File: config.mk
export PLATFORM = sky130hd
export DESIGN_NAME = uart_tx_mmio
export DESIGN_NICKNAME = d
export VERILOG_FILES = /design/src/rtl/uart_tx_mmio.sv
export SDC_FILE = /design/constraint.sdc
export NUM_CORES = 1
export LEC_CHECK = 0
export CAP_MARGIN = 40
export CORE_UTILIZATION = 53
export CTS_CLUSTER_SIZE = 20
export DETAILED_ROUTE_END_ITERATION = 10
export PLACE_DENSITY = 0.87
export SKIP_CTS_REPAIR_TIMING = 1
export SYNTH_ARGS = -nofsm -noshare
export SYNTH_HDL_FRONTEND = slang
export SYNTH_SLANG_ARGS = --single-unit
File: constraint.sdc
create_clock -name clk_i -period 3.55 [get_ports clk_i]
set_clock_uncertainty 0.15 [all_clocks]
set_input_delay 0.71 -clock clk_i [delete_from_list [all_inputs] [get_ports clk_i]]
set_output_delay 0.71 -clock clk_i [all_outputs]
set_load 0.1 [all_outputs]
File: src/rtl/uart_tx_mmio.sv
// Memory-mapped 8N1 UART transmitter: CPU writes bytes into a small FIFO, an FSM
// serialises them LSB first on tx_o, and a STATUS word exposes overflow/busy/full.
module uart_tx_mmio #(
  parameter int          CLK_FREQ   = 100_000_000,
  parameter int          BAUD_RATE  = 115_200,
  parameter int          FIFO_DEPTH = 16,
  parameter logic [31:0] BASE_ADDR  = 32'h8000_0010
) (
  input  logic        clk_i,
  input  logic        rst_i,
  input  logic [3:0]  dbus_en_i,
  input  logic [31:0] dbus_write_addr_i,
  input  logic [31:0] dbus_write_data_i,
  input  logic [31:0] dbus_read_addr_i,
  output logic [31:0] dbus_read_data_o,
  output logic        tx_o
);

  localparam int CLKS_PER_BIT = CLK_FREQ / BAUD_RATE;
  localparam int CNT_W        = (CLKS_PER_BIT > 1) ? $clog2(CLKS_PER_BIT) : 1;
  localparam int PTR_W        = $clog2(FIFO_DEPTH);

  localparam logic [CNT_W-1:0] BAUD_LAST   = CNT_W'(CLKS_PER_BIT - 1);
  localparam logic [CNT_W-1:0] BAUD_ONE    = CNT_W'(1);
  localparam logic [PTR_W:0]   DEPTH_C     = (PTR_W + 1)'(FIFO_DEPTH);
  localparam logic [PTR_W:0]   CNT_ONE     = (PTR_W + 1)'(1);
  localparam logic [PTR_W-1:0] PTR_ONE     = PTR_W'(1);
  localparam logic [31:0]      STATUS_ADDR = BASE_ADDR + 32'd4;

  typedef enum logic [1:0] {IDLE, START, DATA, STOP} state_t;

  state_t           state;
  logic [7:0]       fifo_mem [FIFO_DEPTH];
  logic [PTR_W-1:0] rd_ptr;
  logic [PTR_W-1:0] wr_ptr;
  logic [PTR_W:0]   count;
  logic [CNT_W-1:0] baud_cnt;
  logic [2:0]       bit_idx;
  logic [7:0]       shift;
  logic             overflow;

  logic baud_end;
  logic fifo_empty;
  logic full;
  logic busy;
  logic pop;
  logic push_req;
  logic push;
  logic drop;
  logic clr_ovf;
  logic unused_bits;

  assign baud_end   = (baud_cnt == BAUD_LAST);
  assign fifo_empty = (count == '0);
  assign full       = (count == DEPTH_C);
  assign busy       = (state != IDLE) || !fifo_empty;

  // A pop frees a slot on the same edge, so a write to a full FIFO still lands then.
  assign pop      = !fifo_empty && ((state == IDLE) || ((state == STOP) && baud_end));
  assign push_req = dbus_en_i[0] && (dbus_write_addr_i == BASE_ADDR);
  assign push     = push_req && (!full || pop);
  assign drop     = push_req && !push;
  assign clr_ovf  = dbus_en_i[0] && (dbus_write_addr_i == STATUS_ADDR) && dbus_write_data_i[2];

  assign dbus_read_data_o = (dbus_read_addr_i == STATUS_ADDR) ?
                            {29'b0, overflow, busy, full} : 32'b0;

  assign unused_bits = ^{dbus_en_i[3:1], dbus_write_data_i[31:8]};

  always_ff @(posedge clk_i) begin
    if (push) begin
      fifo_mem[wr_ptr] <= dbus_write_data_i[7:0];
    end
  end

  always_ff @(posedge clk_i or posedge rst_i) begin
    if (rst_i) begin
      rd_ptr   <= '0;
      wr_ptr   <= '0;
      count    <= '0;
      overflow <= 1'b0;
    end else begin
      if (push) wr_ptr <= wr_ptr + PTR_ONE;
      if (pop)  rd_ptr <= rd_ptr + PTR_ONE;
      case ({push, pop})
        2'b10:   count <= count + CNT_ONE;
        2'b01:   count <= count - CNT_ONE;
        default: count <= count;
      endcase
      // A drop on the same edge as a clear leaves the flag set.
      if (drop) begin
        overflow <= 1'b1;
      end else if (clr_ovf) begin
        overflow <= 1'b0;
      end
    end
  end

  // Shift register is pure data: loaded on pop, shifted after each data bit.
  always_ff @(posedge clk_i) begin
    if (pop) begin
      shift <= fifo_mem[rd_ptr];
    end else if ((state == DATA) && baud_end && (bit_idx != 3'd7)) begin
      shift <= shift >> 1;
    end
  end

  always_ff @(posedge clk_i or posedge rst_i) begin
    if (rst_i) begin
      state    <= IDLE;
      tx_o     <= 1'b1;
      baud_cnt <= '0;
      bit_idx  <= '0;
    end else begin
      case (state)
        IDLE: begin
          tx_o <= 1'b1;
          if (pop) begin
            tx_o     <= 1'b0;
            baud_cnt <= '0;
            state    <= START;
          end
        end
        START: begin
          if (baud_end) begin
            baud_cnt <= '0;
            tx_o     <= shift[0];
            bit_idx  <= '0;
            state    <= DATA;
          end else begin
            baud_cnt <= baud_cnt + BAUD_ONE;
          end
        end
        DATA: begin
          if (baud_end) begin
            baud_cnt <= '0;
            if (bit_idx == 3'd7) begin
              tx_o  <= 1'b1;
              state <= STOP;
            end else begin
              tx_o    <= shift[1];
              bit_idx <= bit_idx + 3'd1;
            end
          end else begin
            baud_cnt <= baud_cnt + BAUD_ONE;
          end
        end
        STOP: begin
          if (baud_end) begin
            baud_cnt <= '0;
            if (pop) begin
              tx_o  <= 1'b0;
              state <= START;
            end else begin
              state <= IDLE;
            end
          end else begin
            baud_cnt <= baud_cnt + BAUD_ONE;
          end
        end
        default: begin
          tx_o  <= 1'b1;
          state <= IDLE;
        end
      endcase
    end
  end

endmodule
==> key figures <==
Yosys
  – Post-Syn Area: 0.00752 mm²
  – Yosys reg bits: 166
  – Ranking of synthesized cells by area: edfxtp_1 (54%), mux4_2 (12%), dfrtp_1 (9.7%)
  – Yosys top cell area share: 54.3%
  – Post-synth top flop: edfxtp_1
  – Syn avg cell area: 16.5 µm²
  – Synth cell types: 59
  – Cell type with the largest total area after synthesis: edfxtp_1
  – YS warnings: 0
  – Mapped Cells: 457
  – Post-synth EDFFs: 136
  – Register area share after synthesis: 64.3%
  – Share of async-settable or async-resettable flops after synthesis: 18.1%

Worst setup path
  – Crit path arrival time: 3590 ps
  – Critical path capture point type: flip-flop
  – Crit Path Class: in2reg
  – Worst EP required: 3740 ps
  – Worst r2r path cells: 10
  – Critical Path Start Type: input pin
  – Worst-path maximum fanout: 4

Clocking
  – Clk slew on worst S/H paths: 70 ps
  – Total CTS buffers: 17
  – Clk_lat worst skew: 430 ps
  – CTS max path bufs: 2
  – CTS root buffer: clkbuf_16
  – CTS tree: built
  – CTS H-tree lvls: 4
  – Total clock sinks: 166

GRT
  – Grt ovf: 0
  – First-pass GRT wire length: 27.1 mm
  – GRT Overall Usage: 25.7%
  – Antenna violations before repair: 0
  – Largest net degree at the start of global routing: 36
  – Vias in the first global route: 4758

Timing
  – Final setup fails: 0
  – Setup TNS: 0 ps
  – Final Hold Viols: 0
  – Max-slew violations: 0
  – Max_slew headroom: 46.6%
  – Min Tclk post-route: 3400 ps
  – Max Fclk: 0.294 GHz
  – Unrepaired setup endpoints after global routing: no
  – Transition time of the tightest slew-check pin: 800 ps
  – Period utilisation layout: 95.9%

Placed design
  – IO buf count: 78
  – DP HPWL: 10.8 mm
  – DP Cell Count: 730
  – Routability Congestion: 0.802

Floorplanning
  – Die Wd: 121 µm
  – DIE AREA: 0.0147 mm²
  – FP Rows: 43
  – Core footprint: 0.0139 mm²
  – Initial Utilization: 54.2%
  – I/O pins: 135
  – Die Height: 121 µm

Finish
  – Leading cell type in the layout, fill and taps excluded: edfxtp_1
  – Fin nets: 687
  – Fraction of layout cells with a size suffix above 1: 22.0%
  – Area growth syn-to-layout: 23.2%
  – Antenna cells: 0
  – Fin cells: 761
  – Most frequent cells in the layout: edfxtp_1 (136), clkdlybuf4s50_1 (74), mux4_2 (40), conb_1 (29), dfrtp_1 (28)

Route
  – Post-route ant nets: 0
  – WL/cell: 23.1 µm
  – Router iterations before antenna repair: 5
  – Post-route DRC violation count: 0
  – Vias: 4594
  – 1st-iter DRT viols: 475
  – Vias per inst: 6.04
  – Routed wire length: 17.6 mm

Power and ir drop
  – Worst vdd ir: 0.437 mV
  – Leakage power: 3.30 nW
  – Pwr dens: 451 mW/mm²

Run status
  – Run status: complete, no violations

Worst hold path
  – Hold crit path type: reg2reg
  – Cells on Worst Hold Path: 1

Flow run
  – Max-cap violations: 0
-- synthesized netlist by cell type (6+ instances only) --
master	count
inv_1	9
ha_1	15
buf_4	29
and3_1	19
a21oi_1	6
nand3_1	8
edfxtp_1	136
nor4_1	10
nor2_1	14
nand2_1	16
o21ai_1	16
nand4_1	6
mux2_2	7
xnor2_1	7
nor2b_1	8
mux4_2	40
dfrtp_1	29
-- worst paths after layout --
kind / to / startpoint / slack (ps)
max: count[4] / dbus_write_addr_i[29] / 150
min: baud_cnt[8] / baud_cnt[8] / 380
max reg2reg: count[4] / state[0] / 300
min reg2reg: baud_cnt[8] / baud_cnt[8] / 380
max in group asynchronous: tx_o / rst_i / 1930
min in group asynchronous: count[0] / rst_i / 590
-- per-stage QoR --
| stage | area (µm²) | hold slack, ps | setup slack [ps] | utilization (%) | power (mW) |
|---|---|---|---|---|---|
| 2_1_floorplan | 7630 | 320 | 263 | - | 2.31 |
| 3_3_place_gp | 8670 | 346 | -112 | 62.4 | 2.39 |
| 3_5_place_dp | 8670 | 364 | -241 | 62.4 | 2.40 |
| 4_1_cts | 9250 | 376 | -55.1 | 66.6 | 4.20 |
| 5_1_grt | 9270 | 402 | 58.0 | 66.7 | 4.27 |
| 6_report | 9270 | 376 | 147 | 66.7 | 4.18 |
-- cell families (layout without fill, tap and decap cells) --
kind of cell	after synthesis	count (layout)	synth area share, %
muxes	56	56	14.5
AOI/OAI and AO/OA	43	43	3.66
other	1	29	0.0499
xor gates and xnor gates	11	11	1.28
adders and majority gates	16	16	2.76
and+or+nand+nor	112	112	9.02
buffers and inverters	52	148	4.39
DFF	166	166	64.3
-- where the power goes --
group	leakage [nW]	internal [mW]	switching (mW)
Clock	0.282	1.04	0.779
Sequential	1.60	2.11	0.0000000478
Combinational	1.41	0.0753	0.177
Total	3.30	3.23	0.956
-- routing by layer --
layer / up-vias / routed length, µm / track usage [%]
met5: - / 0 / 0
met4: 0 / 545 / 12.7
met3: 44 / 974 / 4.79
met2: 235 / 9350 / 43.9
met1: 2335 / 6690 / 31.4
li1: 1980 / - / -
-- critical path: stages --
cell	delay (ps)
clkdlybuf4s50_1	400
or4b_1	590
and3b_1	300
and4_4	240
nor3_1	100
ha_1	370
a21o_1	180
a21oi_4	90
a21oi_1	200
nand3_1	140
a221oi_2	260
-- registers in the layout (all words and copies together), names as in the netlist --
signal / count
fifo_mem: 128
baud_cnt: 10
shift: 8
count: 5
rd_ptr: 4
wr_ptr: 4
bit_idx: 3
state: 2
overflow: 1
tx_o: 1
-- layout make-up --
type | count | area (µm²)
clock buffers | 18 | 429
clock inverters | 13 | 148
fillers | 871 | 4620
inverters | 9 | 33.8
multi-input cells | 267 | 2480
flip-flops and latches | 166 | 4840
well taps | 180 | 225
repair buffers | 108 | 1110
(Power assumes the default switching activity.)
==> variant 1 (same flow settings) <==
The 4 states of `state_t` get a one-hot encoding in 4 bits.
--- a/src/rtl/uart_tx_mmio.sv
+++ b/src/rtl/uart_tx_mmio.sv
@@ -27,7 +27,7 @@
   localparam logic [PTR_W-1:0] PTR_ONE     = PTR_W'(1);
   localparam logic [31:0]      STATUS_ADDR = BASE_ADDR + 32'd4;
 
-  typedef enum logic [1:0] {IDLE, START, DATA, STOP} state_t;
+  typedef enum logic [3:0] {IDLE = 4'b0001, START = 4'b0010, DATA = 4'b0100, STOP = 4'b1000} state_t;
 
   state_t           state;
   logic [7:0]       fifo_mem [FIFO_DEPTH];
Behaviour: no difference found for any inputs over 10 cycles, from zero or initial values and one cycle with rst_i high; not proved beyond that.
==> variant 1 against the original RTL <==
Global-route usage shrank 3.0 points; critical path type is now in -> out; first-iteration DRC count shrank 28%; hold slack lost 0.046 ns; core utilization decreased by 0.84 points; sequential cell count grew 2; via count is 3.7% lower; power decreased by 0.28%; wire length is 12% lower; design area is 1.3% lower; area after synthesis rose by 0.47%; setup slack improved by 0.15 ns; sequential share of layout area is 1.2 points higher.
==> variant 1: results (changes against the original RTL) <==
- Crit path from: dbus_read_addr_i[25]
- All-Layer GR Usage: 0.2267 (-0.03010)
- Global placement routability congestion: 0.9324 (+16%)
- DR vias: 4422 (-3.7%)
- Mapped Cells: 477 (+4.4%)
- R2r startpoint: baud_cnt[0]
- Post-Layout Cell Count: 769 (+1.1%)
- Register area share after synthesis: 0.6469 (+0.003808)
- Total Wirelength: 15380 microns (-12%)
- Setup crit end: dbus_read_data_o[0]
- Slew margin rel.: 0.4708 (+0.004810)
- Dpl ws: -0.08552 ns (+0.1556 ns)
- Synth area leaders: edfxtp_1 (54%), mux4_2 (12%), dfrtp_1 (9.9%)
- Initial DRC Count: 340 (-28%)
- Largest stage delay on the critical path: 0.45 ns (-0.14 ns)
- Status: completed
- Leakage: 3.247 nW (-1.5%)
- Max IR drop VDD: 0.4103 mV (-6.2%)
- Post-synthesis async set-or-reset flop share: 0.1905 (+0.009753)
- NumNets Final: 690 (+0.44%)
- CP max stage cell: nor3_1
- FF-to-FF path depth: 13 (+3)
- HP Start: tx_o
- Crit-path max FO: 3 (-1)
- Placed cell count: 737 (+0.96%)
- TritonRoute pass-1 iters: 4 (-1)
- Layout cells sized above 1: 0.2071 (-0.01318)
- Global-route wire length before repair: 24090 microns (-11%)
## variant 1: per-layer routing
metal / up-vias / global-route usage / part of all wire
li1: 1990 / - / -
met1: 2229 / 0.2563 / 0.37
met2: 181 / 0.4141 / 0.55
met3: 22 / 0.05874 / 0.057
met4: 0 / 0.07330 / 0.016
met5: - / 0 / 0
## variant 1: cell type report
type                    count  share of cell area
repair buffers            102              0.1094
multi-input cells         273              0.2627
clock inverters            13             0.01477
inverters                  14            0.005744
clock buffers              19             0.04841
flip-flops and latches    168              0.5343
well taps                 180             0.02462
## variant 1: power by group
group	switching (W)	internal (W)
Sequential	0.00000000000113	0.00213
Clock	0.000787	0.00101
Combinational	0.000174	0.0000746
## variant 1: per-stage QoR
stage | TNS, ns | total power (W) | hold WS [ns] | area, sq um
2_1_floorplan | -1.163 | 0.002338 | 0.3069 | 7665
3_3_place_gp | -0.01488 | 0.002413 | 0.3162 | 8571
3_5_place_dp | -2.458 | 0.002419 | 0.3255 | 8571
4_1_cts | 0 | 0.004192 | 0.3345 | 9149
5_1_grt | 0 | 0.004283 | 0.3698 | 9149
6_report | 0 | 0.004170 | 0.3297 | 9149
## variant 1: worst register-to-register path, stage by stage, from the launching register on
cell	delay (ns)
dfrtp_1	0.41
ha_1	0.23
nor3b_1	0.56
nand4bb_4	0.21
a21oi_4	0.20
nand2b_2	0.08
buf_4	0.15
fa_1	0.40
nor2b_1	0.11
o21ai_0	0.08
nand2b_1	0.10
nand3b_1	0.08
a22oi_1	0.18
xnor2_1	0.14
## variant 1: cell families after synthesis
logic type	synth area share
flops	0.6469
simple gates	0.08844
buf+inv	0.04952
mux	0.1404
compound gates	0.03942
fa+ha+maj	0.02087
xor+xnor	0.01391
other cells	0.0004964
==> variant 2 (same settings) <==
Without the edit above. `BAUD_RATE`: 115_200 -> 230_400.
--- a/src/rtl/uart_tx_mmio.sv
+++ b/src/rtl/uart_tx_mmio.sv
@@ -2,7 +2,7 @@
 // serialises them LSB first on tx_o, and a STATUS word exposes overflow/busy/full.
 module uart_tx_mmio #(
   parameter int          CLK_FREQ   = 100_000_000,
-  parameter int          BAUD_RATE  = 115_200,
+  parameter int          BAUD_RATE  = 230_400,
   parameter int          FIFO_DEPTH = 16,
   parameter logic [31:0] BASE_ADDR  = 32'h8000_0010
 ) (
Function: same outputs for any inputs over 10 cycles, from zero or initial values and one cycle with rst_i high; that may be too few to reach the edited logic, so the function may still have changed.
==> variant 2 against the original RTL <==
Global-route usage fell by 2.6 points; via count fell by 6.7%; design area fell by 1.7%; sequential share of layout area rose by 0.63 points; area after synthesis fell by 0.60%; sequential cell count fell by 1; count of clock-buffer cells in the layout fell by 1; setup slack improved by 0.23 ns; power rose by 1.6%; core utilization fell by 0.88 points; wire length fell by 11%; critical path type unchanged; largest cell class unchanged.
==> variant 2: results (changes against the original RTL) <==
- Slew margin rel.: 0.5342 (+0.06825)
- Total Wirelength: 15660 microns (-11%)
- Top cells by count, synth: edfxtp_1 (136), buf_4 (33), mux4_2 (31)
- DR vias: 4286 (-6.7%)
- Post-synthesis async set-or-reset flop share: 0.1758 (-0.004965)
- Layout cells sized above 1: 0.2092 (-0.01109)
- Global placement routability congestion: 0.7929 (-1.1%)
- Crit-path max FO: 3 (-1)
- Avg WL per Cell: 21.04 microns (-8.8%)
- TritonRoute pass-1 iters: 6 (+1)
- CP Data Arrival Time: 3.36 ns (-0.23 ns)
- Initial DRC Count: 420 (-12%)
- Clk pwr: 0.00190 W (+4%)
- Number of global-route vias before repair: 4383 (-7.9%)
- Max IR drop VDD: 0.4569 mV (+4.5%)
- Synth cell types: 58 (-1.7%)
- NumNets Final: 670 (-2.5%)
- Register area share after synthesis: 0.6436 (about the same)
- Cell-internal power: 0.003241 W (+0.48%)
- Status: completed
- Mapped Cells: 444 (-2.8%)
- DP HPWL: 10120 microns (-6.7%)
- Placed cell count: 712 (-2.5%)
- Global-route wire length before repair: 24180 microns (-11%)
- Top Registers: fifo_mem: 128 flops, baud_cnt: 9 flops, shift: 8 flops
- Synth area leaders: edfxtp_1 (55%), dfrtp_1 (9.4%), mux4_2 (9.3%)
- Dpl ws: -0.01019 ns (+0.2309 ns)
- All-Layer GR Usage: 0.2305 (-0.02627)
- Area post-placement: 8494 sq um (-2.0%)
## variant 2: final timing paths
check                                           start         to  slack (ns)  depth (start not counted)
worst max-delay path            dbus_write_addr_i[21]   count[4]        0.38                         12
worst min-delay path                         overflow   overflow        0.38                          2
worst max register to register               state[0]   count[4]        0.66                         11
worst min register to register               overflow   overflow        0.38                          2
max in group asynchronous                       rst_i       tx_o        2.17                          3
min in group asynchronous                       rst_i  rd_ptr[3]        0.50                          2
## variant 2: final cells by class
| cell class | count | area (sq um) |
|---|---|---|
| multi-input combinational | 251 | 2384 |
| sequential | 165 | 4812 |
| clock inverter | 15 | 187.7 |
| timing repair buffer | 102 | 1021 |
| fill | 864 | 4720 |
| tap | 180 | 225.2 |
| inverter | 14 | 52.55 |
| clock buffer | 17 | 425.4 |
## variant 2: kinds of logic after synthesis
kind of cell / after synthesis / share of synthesized area
mux: 53 / 0.1468
flops: 165 / 0.6436
xor+xnor: 12 / 0.01406
other cells: 1 / 0.0005017
compound gates: 41 / 0.03499
fa+ha+maj: 17 / 0.02946
simple gates: 99 / 0.07817
buf+inv: 56 / 0.05239
## variant 2: worst max-delay path: stages
cell and delay, ns:
clkdlybuf4s50_1 0.45, nor4_2 0.38, nand4_2 0.23, nor3_1 0.19
nand2b_2 0.15, buf_4 0.14, fa_1 0.22, inv_1 0.06
a21o_1 0.17, a21oi_1 0.21, mux2i_1 0.30, xnor2_1 0.16
## variant 2: layer usage
metal	global-route usage	vias to the layer above	wire, microns
met2	0.3940	198	8302
met4	0.09259	0	408
li1	-	1899	-
met3	0.05425	30	1035
met5	0	-	0
met1	0.2834	2159	5910
